--- config.mk ---
export PLATFORM = sky130hd
export DESIGN_NAME = guess_evaluator
export DESIGN_NICKNAME = d
export VERILOG_FILES = /design/src/rtl/game_pkg.sv /design/src/rtl/bcd_digit_counter.sv /design/src/rtl/guess_evaluator.sv
export SDC_FILE = /design/constraint.sdc
export NUM_CORES = 1
export LEC_CHECK = 0
export CAP_MARGIN = 20
export CORE_MARGIN = 1.5
export CORE_UTILIZATION = 59
export CTS_CLUSTER_DIAMETER = 150
export DETAILED_ROUTE_END_ITERATION = 16
export PLACE_DENSITY = 0.85
export SYNTH_ARGS = -nofsm -noshare
export SYNTH_HDL_FRONTEND = slang
export SYNTH_HIERARCHICAL = 1
export SYNTH_SLANG_ARGS = --single-unit
--- constraint.sdc ---
create_clock -name clk -period 4.6 [get_ports clk]
set_clock_uncertainty 0.2 [all_clocks]
set_input_delay 1.38 -clock clk [delete_from_list [all_inputs] [get_ports clk]]
set_output_delay 1.38 -clock clk [all_outputs]
set_load 0.01 [all_outputs]
--- src/rtl/game_pkg.sv ---
// Shared types and helpers for the guessing game: FSM state encoding,
// BCD digit limits and the max_digits masking rule.
package game_pkg;

   localparam int DIGIT_MAX  = 9;
   localparam int NUM_DIGITS = 3;

   typedef enum logic [2:0] {
      ST_IDLE = 3'd0,
      ST_ARM  = 3'd1,
      ST_PLAY = 3'd2,
      ST_EVAL = 3'd3,
      ST_WIN  = 3'd4,
      ST_LOSE = 3'd5
   } game_state_t;

   // idx 0 is the ones digit; a max_digits of 0 behaves like 1.
   function automatic logic digit_keep(input logic [1:0] max_digits,
                                       input logic [1:0] idx);
      logic [1:0] active;
      active = (max_digits == 2'd0) ? 2'd1 : max_digits;
      return idx < active;
   endfunction

endpackage

--- src/rtl/bcd_digit_counter.sv ---
// One mod-10 BCD digit with enable in and carry out; chain carry into the
// next digit's enable to build a multi-digit decimal counter.
module bcd_digit_counter
   import game_pkg::*;
#(
   parameter int DIGIT_W = 4
) (
   input  logic               clk,
   input  logic               reset_n,
   input  logic               en,
   output logic [DIGIT_W-1:0] digit,
   output logic               carry
);

   logic [DIGIT_W-1:0] digit_q;
   logic [DIGIT_W-1:0] digit_d;
   logic               at_max;

   assign at_max = (digit_q == DIGIT_W'(DIGIT_MAX));

   always_comb begin
      digit_d = digit_q;
      if (en) begin
         digit_d = at_max ? '0 : digit_q + 1'b1;
      end
   end

   always_ff @(posedge clk or negedge reset_n) begin
      if (!reset_n) begin
         digit_q <= '0;
      end else begin
         digit_q <= digit_d;
      end
   end

   assign digit = digit_q;
   assign carry = en && at_max;

endmodule

--- src/rtl/guess_evaluator.sv ---
// Game control: captures a secret from a free-running BCD counter, evaluates
// confirmed guesses digit-wise and drives hints and the win/lose result.
module guess_evaluator
   import game_pkg::*;
#(
   parameter int DIGIT_W = 4,
   parameter int GUESS_W = 3
) (
   input  logic               clk,
   input  logic               reset_n,
   input  logic               start,
   input  logic               confirm,
   input  logic [DIGIT_W-1:0] guess_digit_1,
   input  logic [DIGIT_W-1:0] guess_digit_2,
   input  logic [DIGIT_W-1:0] guess_digit_3,
   input  logic [1:0]         max_digits,
   input  logic [GUESS_W-1:0] max_guesses,
   output logic               hint_higher,
   output logic               hint_lower,
   output logic               win,
   output logic               lose,
   output logic [GUESS_W-1:0] guesses_used,
   output logic [2:0]         game_state
);

   typedef logic [NUM_DIGITS-1:0][DIGIT_W-1:0] digits_t;

   game_state_t        state_q, state_d;
   logic               confirm_q;
   digits_t            secret_q, secret_d;
   digits_t            guess_q, guess_d;
   logic [GUESS_W-1:0] used_q, used_d;
   logic               hh_q, hh_d;
   logic               hl_q, hl_d;
   logic               win_q, win_d;
   logic               lose_q, lose_d;

   digits_t            cnt_digits;
   digits_t            cnt_masked;
   digits_t            guess_in;
   digits_t            guess_masked;
   logic               cnt_c0, cnt_c1, cnt_unused_carry;
   logic               guess_eq, guess_lt;

   // Secret source: never gated, so the captured value depends only on timing.
   bcd_digit_counter #(.DIGIT_W(DIGIT_W)) u_cnt_ones (
      .clk(clk), .reset_n(reset_n), .en(1'b1),
      .digit(cnt_digits[0]), .carry(cnt_c0)
   );
   bcd_digit_counter #(.DIGIT_W(DIGIT_W)) u_cnt_tens (
      .clk(clk), .reset_n(reset_n), .en(cnt_c0),
      .digit(cnt_digits[1]), .carry(cnt_c1)
   );
   bcd_digit_counter #(.DIGIT_W(DIGIT_W)) u_cnt_hundreds (
      .clk(clk), .reset_n(reset_n), .en(cnt_c1),
      .digit(cnt_digits[2]), .carry(cnt_unused_carry)
   );

   assign guess_in = {guess_digit_3, guess_digit_2, guess_digit_1};

   always_comb begin
      cnt_masked   = '0;
      guess_masked = '0;
      for (int i = 0; i < NUM_DIGITS; i++) begin
         if (digit_keep(max_digits, 2'(i))) begin
            cnt_masked[i]   = cnt_digits[i];
            guess_masked[i] = guess_in[i];
         end
      end
   end

   // Most significant differing digit decides; raw 4-bit values compare as-is.
   always_comb begin
      guess_eq = 1'b1;
      guess_lt = 1'b0;
      for (int i = NUM_DIGITS - 1; i >= 0; i--) begin
         if (guess_eq && (guess_q[i] != secret_q[i])) begin
            guess_eq = 1'b0;
            guess_lt = (guess_q[i] < secret_q[i]);
         end
      end
   end

   always_ff @(posedge clk or negedge reset_n) begin
      if (!reset_n) begin
         state_q <= ST_IDLE;
      end else begin
         state_q <= state_d;
      end
   end

   always_comb begin
      state_d = state_q;
      if (start) begin
         state_d = ST_ARM;
      end else begin
         case (state_q)
            ST_IDLE: state_d = ST_IDLE;
            ST_ARM:  state_d = (max_guesses == '0) ? ST_LOSE : ST_PLAY;
            ST_PLAY: if (confirm_q) state_d = ST_EVAL;
            ST_EVAL: begin
               if (guess_eq)                     state_d = ST_WIN;
               else if (used_q >= max_guesses)   state_d = ST_LOSE;
               else                              state_d = ST_PLAY;
            end
            ST_WIN:  state_d = ST_WIN;
            ST_LOSE: state_d = ST_LOSE;
            default: state_d = ST_IDLE;
         endcase
      end
   end

   always_comb begin
      secret_d = secret_q;
      guess_d  = guess_q;
      used_d   = used_q;
      hh_d     = hh_q;
      hl_d     = hl_q;
      win_d    = win_q;
      lose_d   = lose_q;
      if (!start) begin
         case (state_q)
            ST_ARM: begin
               secret_d = cnt_masked;
               used_d   = '0;
               hh_d     = 1'b0;
               hl_d     = 1'b0;
               win_d    = 1'b0;
               lose_d   = (max_guesses == '0);
            end
            ST_PLAY: begin
               if (confirm_q) begin
                  guess_d = guess_masked;
                  if (used_q < max_guesses) used_d = used_q + 1'b1;
               end
            end
            ST_EVAL: begin
               if (guess_eq) begin
                  win_d = 1'b1;
                  hh_d  = 1'b0;
                  hl_d  = 1'b0;
               end else begin
                  hh_d = guess_lt;
                  hl_d = !guess_lt;
                  if (used_q >= max_guesses) lose_d = 1'b1;
               end
            end
            default: ;
         endcase
      end
   end

   always_ff @(posedge clk or negedge reset_n) begin
      if (!reset_n) begin
         confirm_q <= 1'b0;
         secret_q  <= '0;
         guess_q   <= '0;
         used_q    <= '0;
         hh_q      <= 1'b0;
         hl_q      <= 1'b0;
         win_q     <= 1'b0;
         lose_q    <= 1'b0;
      end else begin
         confirm_q <= confirm;
         secret_q  <= secret_d;
         guess_q   <= guess_d;
         used_q    <= used_d;
         hh_q      <= hh_d;
         hl_q      <= hl_d;
         win_q     <= win_d;
         lose_q    <= lose_d;
      end
   end

   assign hint_higher  = hh_q;
   assign hint_lower   = hl_q;
   assign win          = win_q;
   assign lose         = lose_q;
   assign guesses_used = used_q;
   assign game_state   = state_q;

endmodule

Word level (Yosys, flattened, before mapping):

Cells that the tools add are included.

* flip-flop bits (word level): 47
* bits of input ports: 21
* output and inout bits: 10
* word-level logic and storage cells: 94

* $add $sub $neg: 4
* $lt $le $gt $ge: 8
* equal/unequal tests: 17
* muxes and demuxes: 34
* bitwise logic cells: 1
* reduce and logical (&&, ||, !) cells: 14

Operators by type and width (count)
* $mux 4: 9
* $mux 3: 7
* $pmux 3 s5: 1
* $add 4x1->4 const B: 3
* $eq 4x4->1 const B: 3
* $lt 4x4->1: 3
* $ne 4x4->1: 3
* $mux 1: 11
* $ne 2x2->1 const B: 5
* $pmux 1 s2: 4
* $reduce_and 4->1: 2
* $eq 3x2->1 const B: 2
* $eq 3x3->1 const B: 2
* $pmux 3 s2: 1
* $reduce_and 3->1: 2
* $lt 1x2->1 const A: 2
* $reduce_and 2->1: 2
* $reduce_bool 2->1: 2
* $add 3x1->3 const B: 1
* $eq 3x1->1 const B: 1
* $ge 3x3->1: 1
* $logic_and 1x1->1: 3
* $logic_not 3->1: 1
* $lt 3x3->1: 1
* other kinds (6): 6

Longest topological paths before layout:

Gate-level depths: netlist (run 1).

* depth in word-level cells: 9
* gate-level depth with buffers: 7
* mapped depth without buffers: 7

Cells and area by module:

Netlist (run 1), hierarchy kept.

By module, submodules not included
* guess_evaluator: times used 1, cells an instance 208, area each 1929.4 um^2, seq. area each 875.8 um^2
* bcd_digit_counter: times used 3, cells an instance 17, area each 187.7 um^2, seq. area each 100.1 um^2

Worst setup path before layout (run 1):

OpenSTA, ideal clock, no wires.

* kind: input -> register
* from: input port max_guesses[1]
* to: register used_q[1], in the netlist guesses_used[1]
* setup time: 121 ps
* arrival time: 2501 ps
* data required time: 4279 ps
* setup slack: 1778 ps
* cell stages on the path: 7
* path buffers: 0
* cell sequence: inv_1 > ha_1 > nor2b_1 > o21a_1 > o31ai_1 > nand2_1 > a22o_1

* cells in the longest elaborated chain, start to end: 3

Ends and longest elaborated chain
* start: declaration: RTL line guess_evaluator.sv:17 `input logic [GUESS_W-1:0] max_guesses,`
* $lt 3x3->1: RTL line guess_evaluator.sv:134 `if (used_q < max_guesses) used_d = used_q + 1'b1;`
* $ne 2x2->1 (no line)
* $reduce_and 4->1 (no line)
* end signal: assignment: RTL line guess_evaluator.sv:167 `used_q <= used_d;`
* end: declaration: RTL line guess_evaluator.sv:32 `logic [GUESS_W-1:0] used_q, used_d;`

No other way between the ends.
A chain may end at the register's enable or synchronous reset.

Worst setup path after layout (run 1):

* from: input port start
* to: register used_q[2], in the netlist guesses_used[2]

* cells in the longest elaborated chain, start to end: 2

Ends and longest elaborated chain
* start: declaration: RTL line guess_evaluator.sv:11 `input logic start,`
* $not 1->1 (no line)
* $reduce_and 4->1 (no line)

No other way between the ends.

==> results of run 1 <==
-- path summary, 6_finish.rpt --
| path | cells past startpoint | to | from |
|---|---|---|---|
| min in group asynchronous | 1 | hint_higher$_DFFE_PN0P_ | reset_n |
| max in group asynchronous | 2 | guess_q[8]$_DFFE_PN0P_ | reset_n |
| worst max register to register | 7 | u_cnt_hundreds/digit[3]$_DFFE_PN0P_ | u_cnt_ones/digit[2]$_DFFE_PN0P_ |
| worst min register to register | 2 | guess_q[6]$_DFFE_PN0P_ | guess_q[6]$_DFFE_PN0P_ |
| worst min-delay path | 2 | guess_q[6]$_DFFE_PN0P_ | guess_q[6]$_DFFE_PN0P_ |
| worst max-delay path | 6 | guesses_used[2]$_DFFE_PN0P_ | start |
-- power groups by stage --
stage / logic [mW] / registers, mW / clock network (mW)
final: 0.521 / 0.622 / 0.229
after global routing: 0.589 / 0.639 / 0.250
after CTS: 0.517 / 0.621 / 0.232
after detailed placement: 0.509 / 0.628 / 0
after global placement: 0.484 / 0.622 / 0
after floorplan: 0.348 / 0.613 / 0
-- sequential cells by signal, indices dropped and copies added, names as in the netlist --
name,cells
secret_q,12
guess_q,12
guesses_used,3
confirm_q,1
u_cnt_hundreds/digit,4
u_cnt_ones/digit,4
u_cnt_tens/digit,4
lose,1
hint_higher,1
win,1
game_state,3
hint_lower,1
-- routing by layer --
metal	global-route usage (%)	up-vias	share of wire, %
li1	-	964	-
met1	30.55	935	45
met2	43.63	46	49
met3	5.757	9	3.8
met4	8.500	0	1.8
met5	0	-	0
-- per-stage QoR --
| stage | std cells | setup WS (ns) | total power, mW | util [%] | area (um2) |
|---|---|---|---|---|---|
| finish | 343 | 1.366 | 1.372 | 72.64 | 2927 |
| global route | 343 | 1.228 | 1.479 | 72.64 | 2927 |
| CTS | 342 | 1.367 | 1.370 | 72.14 | 2907 |
| detailed placement | 336 | 1.052 | 1.138 | 70.34 | 2834 |
| global placement | 336 | 1.173 | 1.105 | 70.34 | 2834 |
| floorplan | 261 | 1.778 | 0.9609 | - | 2496 |
-- tightest hold or removal path: stages, from the launching register on --
cell,delay [ns]
dfrtp_1,0.36
nand2_1,0.05
o21ai_0,0.06
-- layout make-up --
| type | instances | area share, % |
|---|---|---|
| Clock buffer | 6 | 2.480 |
| Inverter | 19 | 2.437 |
| Multi-Input combinational cell | 189 | 41.73 |
| Sequential cell | 47 | 40.19 |
| Tap cell | 50 | 2.138 |
| Timing Repair Buffer | 32 | 11.03 |
==> results.py, run 1 <==
metrics = {
    "critical_path": {
        "critPathTopFamily": "simple AND/OR/NAND/NOR gates",
        "worst-r2r-setup-slack_ns": 2.15,
        "crit_buf_inv": 1,
        "critPathCaptureType": "register",
        "cp.required_ns": 4.59,
        "cp_cell_sequence": "clkdlybuf4s50_1 -> nor2_2 -> nand3_2 -> nor3_2 -> nand2_1 -> mux2i_1",
        "cp-start-kind": "primary input",
        "crit_type": "in -> reg",
        "slowest_delay_ns": 0.53,
        "worstPathArrival_ns": 3.22,
        "crit_fanout": 21,
        "cp_slowest_cell": "clkdlybuf4s50_1",
    },
    "clock_network": {
        "path_clk_slew_ns": 0.08,
        "cts_resized": 0,
        "h-tree-depth": 2,
        "clockBufferDepth": 2,
        "postCtsSetupBuffers": 0,
        "cts_hold_buf": 0,
        "cts_root_buf": "clkbuf_8",
        "clkLatencyLatePin_ns": 0.30,
        "clock_sinks": 47,
        "cts_tree": "done",
        "cts_made_buffers": 5,
    },
    "run_status": {
        "outcome": "finished clean",
    },
    "floorplanning": {
        "core_um2": 4029,
        "floorplan.initialDensity_pct": 61.68,
        "die_x_um": 67.90,
        "num_rows": 23,
        "dieArea_um2": 4610,
        "boundaryPins": 31,
        "chipHeight_um": 67.90,
    },
    "grt": {
        "grt_pass1_vias": 1953,
        "antenna_found_initial": 0,
        "grt_start_max_net_pins": 48,
        "grt_overflow": 0,
        "grt_usage_pct": 25.01,
        "grt_pass1_wl_mm": 8.521,
    },
    "power": {
        "internal_power_mw": 0.8878,
        "seqPwrFrac_pct": 45.4,
        "power_frac_clock_pct": 16.7,
        "switching_share_pct": 35.29,
        "share_comb_of_total_power_pct": 38.0,
        "power.switching_mw": 0.4842,
        "ir_worst_vdd_uv": 299.8,
        "leakagePower_nw": 1.367,
        "power_density_nw_per_um2": 468.8,
    },
    "cells_and_area": {
        "mostFrequentLayoutCell": "dfrtp_1",
        "fill_cells": 307,
        "drive_gt1_share_pct": 7.509,
        "final-seq-area_um2": 1176,
        "areaGrowthSynthToFinish_pct": 17.77,
        "final_nets": 332,
        "num_antenna_cells": 0,
        "layout_common_cells": "dfrtp_1 (47), nand2_1 (40), clkdlybuf4s50_1 (29)",
        "multi_input_area_um2": 1221,
    },
    "yosys": {
        "synth_area_per_cell_um2": 9.631,
        "yosysWarnings": 6,
        "netlist_area_um2": 2485,
        "syn-instance-count": 258,
    },
    "sta": {
        "max_slew_margin_pct": 63.15,
        "max_freq_mhz": 309.2,
        "min_period_ns": 3.234,
        "rsz0062_at_grt": "false",
        "hold_viol": 0,
        "tns_ns": 0,
        "holdWs_ns": 0.2926,
        "slew_viol_final": 0,
        "tightest_slew_ns": 0.5515,
        "finalCritPeriodShare_pct": 70.31,
        "final-setup-viol-count": 0,
    },
    "placement": {
        "hpwl_mm": 3.613,
        "gp_congestion": 0.8584,
        "port_buffers": 30,
    },
    "detailed_routing": {
        "postRouteAntennaNets": 0,
        "vias_per_cell": 5.697,
        "drtIter0Drc": 105,
        "wl_per_cell_um": 14.50,
        "drt_wl_total_mm": 4.975,
        "drt_pass1_iterations": 4,
        "vias": 1954,
        "drc_errors": 0,
    },
    "job": {
        "timing.max_cap.violations": 0,
    },
    "min_path": {
        "min_path_type": "reg -> reg",
    },
}
Note: power is estimated with default switching activity, not from simulation.
==> run 2: changes to the inputs <==
CORE_UTILIZATION = 50   (was 59)
PLACE_DENSITY = 0.77   (was 0.85)
clock period = 2.6 ns   (was 4.6 ns; I/O delays follow)
==> run 2 against run 1 <==
Sequential power up 77%; global-route usage is 4.7 points lower; combinational power up 77%; critical path type unchanged; largest cell class unchanged; final area grew 3.6%; non-clock buffer count is 11 higher.
==> results.py, run 2 (synthesis gave the netlist of run 1 again) <==
metrics = {
    "run_status": {
        "outcome": "finished clean",
    },
    "detailed_routing": {
        "postRouteAntennaNets": 0,
        "drtIter0Drc": 97,
        "vias": 1936,
        "wl_met3_um": 170,
        "vias_per_cell": 5.204,
        "wl_met1_mm": 2.278,
        "wl_per_cell_um": 12.98,
        "routed.top_layer": "met4",
        "drc_errors": 0,
        "met2_length_mm": 2.324,
        "drt_wl_total_mm": 4.828,
        "drt_pass1_iterations": 4,
    },
    "grt": {
        "antenna_found_initial": 0,
        "grt_pass1_wl_mm": 8.335,
        "grt_overflow": 0,
        "grt_usage_pct": 20.34,
        "grt_start_max_net_pins": 22,
        "grt_pass1_vias": 1841,
    },
    "sta": {
        "finalCritPeriodShare_pct": 95.11,
        "hold_viol": 0,
        "min_period_ns": 2.473,
        "slew_viol_final": 0,
        "max_freq_mhz": 404.4,
        "final-setup-viol-count": 0,
        "rsz0062_at_grt": "false",
        "setup_ws_ns": 0.1271,
        "tns_ns": 0,
    },
    "cells_and_area": {
        "areaGrowthSynthToFinish_pct": 22.05,
        "fill_cells": 388,
        "mostFrequentLayoutCell": "dfrtp_1",
        "layout_common_cells": "dfrtp_1 (47), nand2_1 (40), clkdlybuf4s50_1 (29)",
        "fin_area_um2": 3033,
        "final_nets": 343,
        "fin_util_pct": 63.79,
        "drive_gt1_share_pct": 11.48,
        "reg_top3": "guess_q: 12 flops, secret_q: 12 flops",
        "num_antenna_cells": 0,
    },
    "clock_network": {
        "clkLatencyLatePin_ns": 0.29,
        "cts_resized": 0,
        "postCtsSetupBuffers": 0,
        "cts_tree": "done",
        "cts_root_buf": "clkbuf_8",
        "clock_sinks": 47,
        "h-tree-depth": 2,
        "path_clk_slew_ns": 0.08,
        "cts_hold_buf": 0,
        "clockBufferDepth": 2,
        "cts_made_buffers": 5,
    },
    "critical_path": {
        "crit_type": "in -> reg",
        "cp-start-kind": "primary input",
        "crit_fanout": 2,
        "worstPathArrival_ns": 2.46,
        "worst-r2r-setup-slack_ns": 0.52,
        "cp.required_ns": 2.59,
        "critPathCaptureType": "register",
    },
    "floorplanning": {
        "num_rows": 25,
        "dieArea_um2": 5402,
        "die_x_um": 73.50,
        "chipHeight_um": 73.50,
        "floorplan.initialDensity_pct": 52.26,
        "core_um2": 4755,
        "boundaryPins": 31,
    },
    "power": {
        "leakagePower_nw": 1.427,
        "power_density_nw_per_um2": 812.9,
        "total_power_mw": 2.465,
        "ir_worst_vdd_uv": 361.4,
    },
    "job": {
        "timing.max_cap.violations": 0,
    },
    "placement": {
        "gp_congestion": 0.9044,
        "port_buffers": 30,
        "place_area_um2": 2945,
        "hpwl_mm": 3.642,
        "dp_slack_ns": -0.1736,
    },
    "min_path": {
        "min_path_type": "in -> async",
    },
}
==> run 2: cell count changes in the layout (fill, tap and decap cells not counted), sizes merged <==
| cell | change |
|---|---|
| buf | +11 |
| clkinv | +1 |
==> run 2: routing by layer <==
layer  vias to the layer above  track usage [%]
met4                         0            6.584
li1                        982                -
met3                         7            5.213
met1                       911            25.42
met5                         -                0
met2                        36            34.33
==> run 2: final timing paths <==
| path | start | cells after the start | endpoint |
|---|---|---|---|
| hold reg to reg | hint_higher$_DFFE_PN0P_ | 2 | hint_higher$_DFFE_PN0P_ |
| max in group asynchronous | reset_n | 2 | u_cnt_hundreds/digit[2]$_DFFE_PN0P_ |
| hold / removal | reset_n | 1 | hint_higher$_DFFE_PN0P_ |
| setup / recovery | max_guesses[1] | 8 | guesses_used[1]$_DFFE_PN0P_ |
| min in group clk | hint_higher$_DFFE_PN0P_ | 2 | hint_higher$_DFFE_PN0P_ |
| setup reg to reg | u_cnt_ones/digit[2]$_DFFE_PN0P_ | 8 | u_cnt_hundreds/digit[3]$_DFFE_PN0P_ |
==> run 2: report_power, final <==
part           total (mW)  switching (mW)  leakage, nW  internal, mW
clock network       0.444           0.235       0.0470         0.209
logic               0.922           0.448        0.758         0.474
registers            1.10           0.174        0.622         0.925
==> run 2: cell type report <==
type	count	area (um2)	share of cell area [%]
clock buffer	6	82.58	2.723
clock inverter	1	5.005	0.1650
inverter	19	71.32	2.351
multi-input combinational	189	1221	40.26
sequential	47	1176	38.78
tap	67	83.83	2.764
timing repair buffer	43	392.9	12.95
==> run 2: worst max-delay path, cell delays in order <==
cell             delay [ns]
clkdlybuf4s50_1        0.47
inv_1                  0.05
ha_1                   0.29
nor2b_1                0.13
o21a_1                 0.18
o31ai_1                0.29
nand2_1                0.10
a22o_1                 0.18
==> run 2: through the flow <==
step           hold slack [ns]  instances
2_1_floorplan           0.2498        261
3_3_place_gp            0.2650        365
3_5_place_dp            0.2719        365
4_1_cts                 0.2248        372
5_1_grt                 0.2512        372
6_report                0.2142        372
==> run 3: changes to the inputs <==
CAP_MARGIN = 10   (was 20)
SLEW_MARGIN = 20   (was unset)
==> results of run 3 <==
Same layout as run 2: the final DEF is identical, and so are final timing and power.
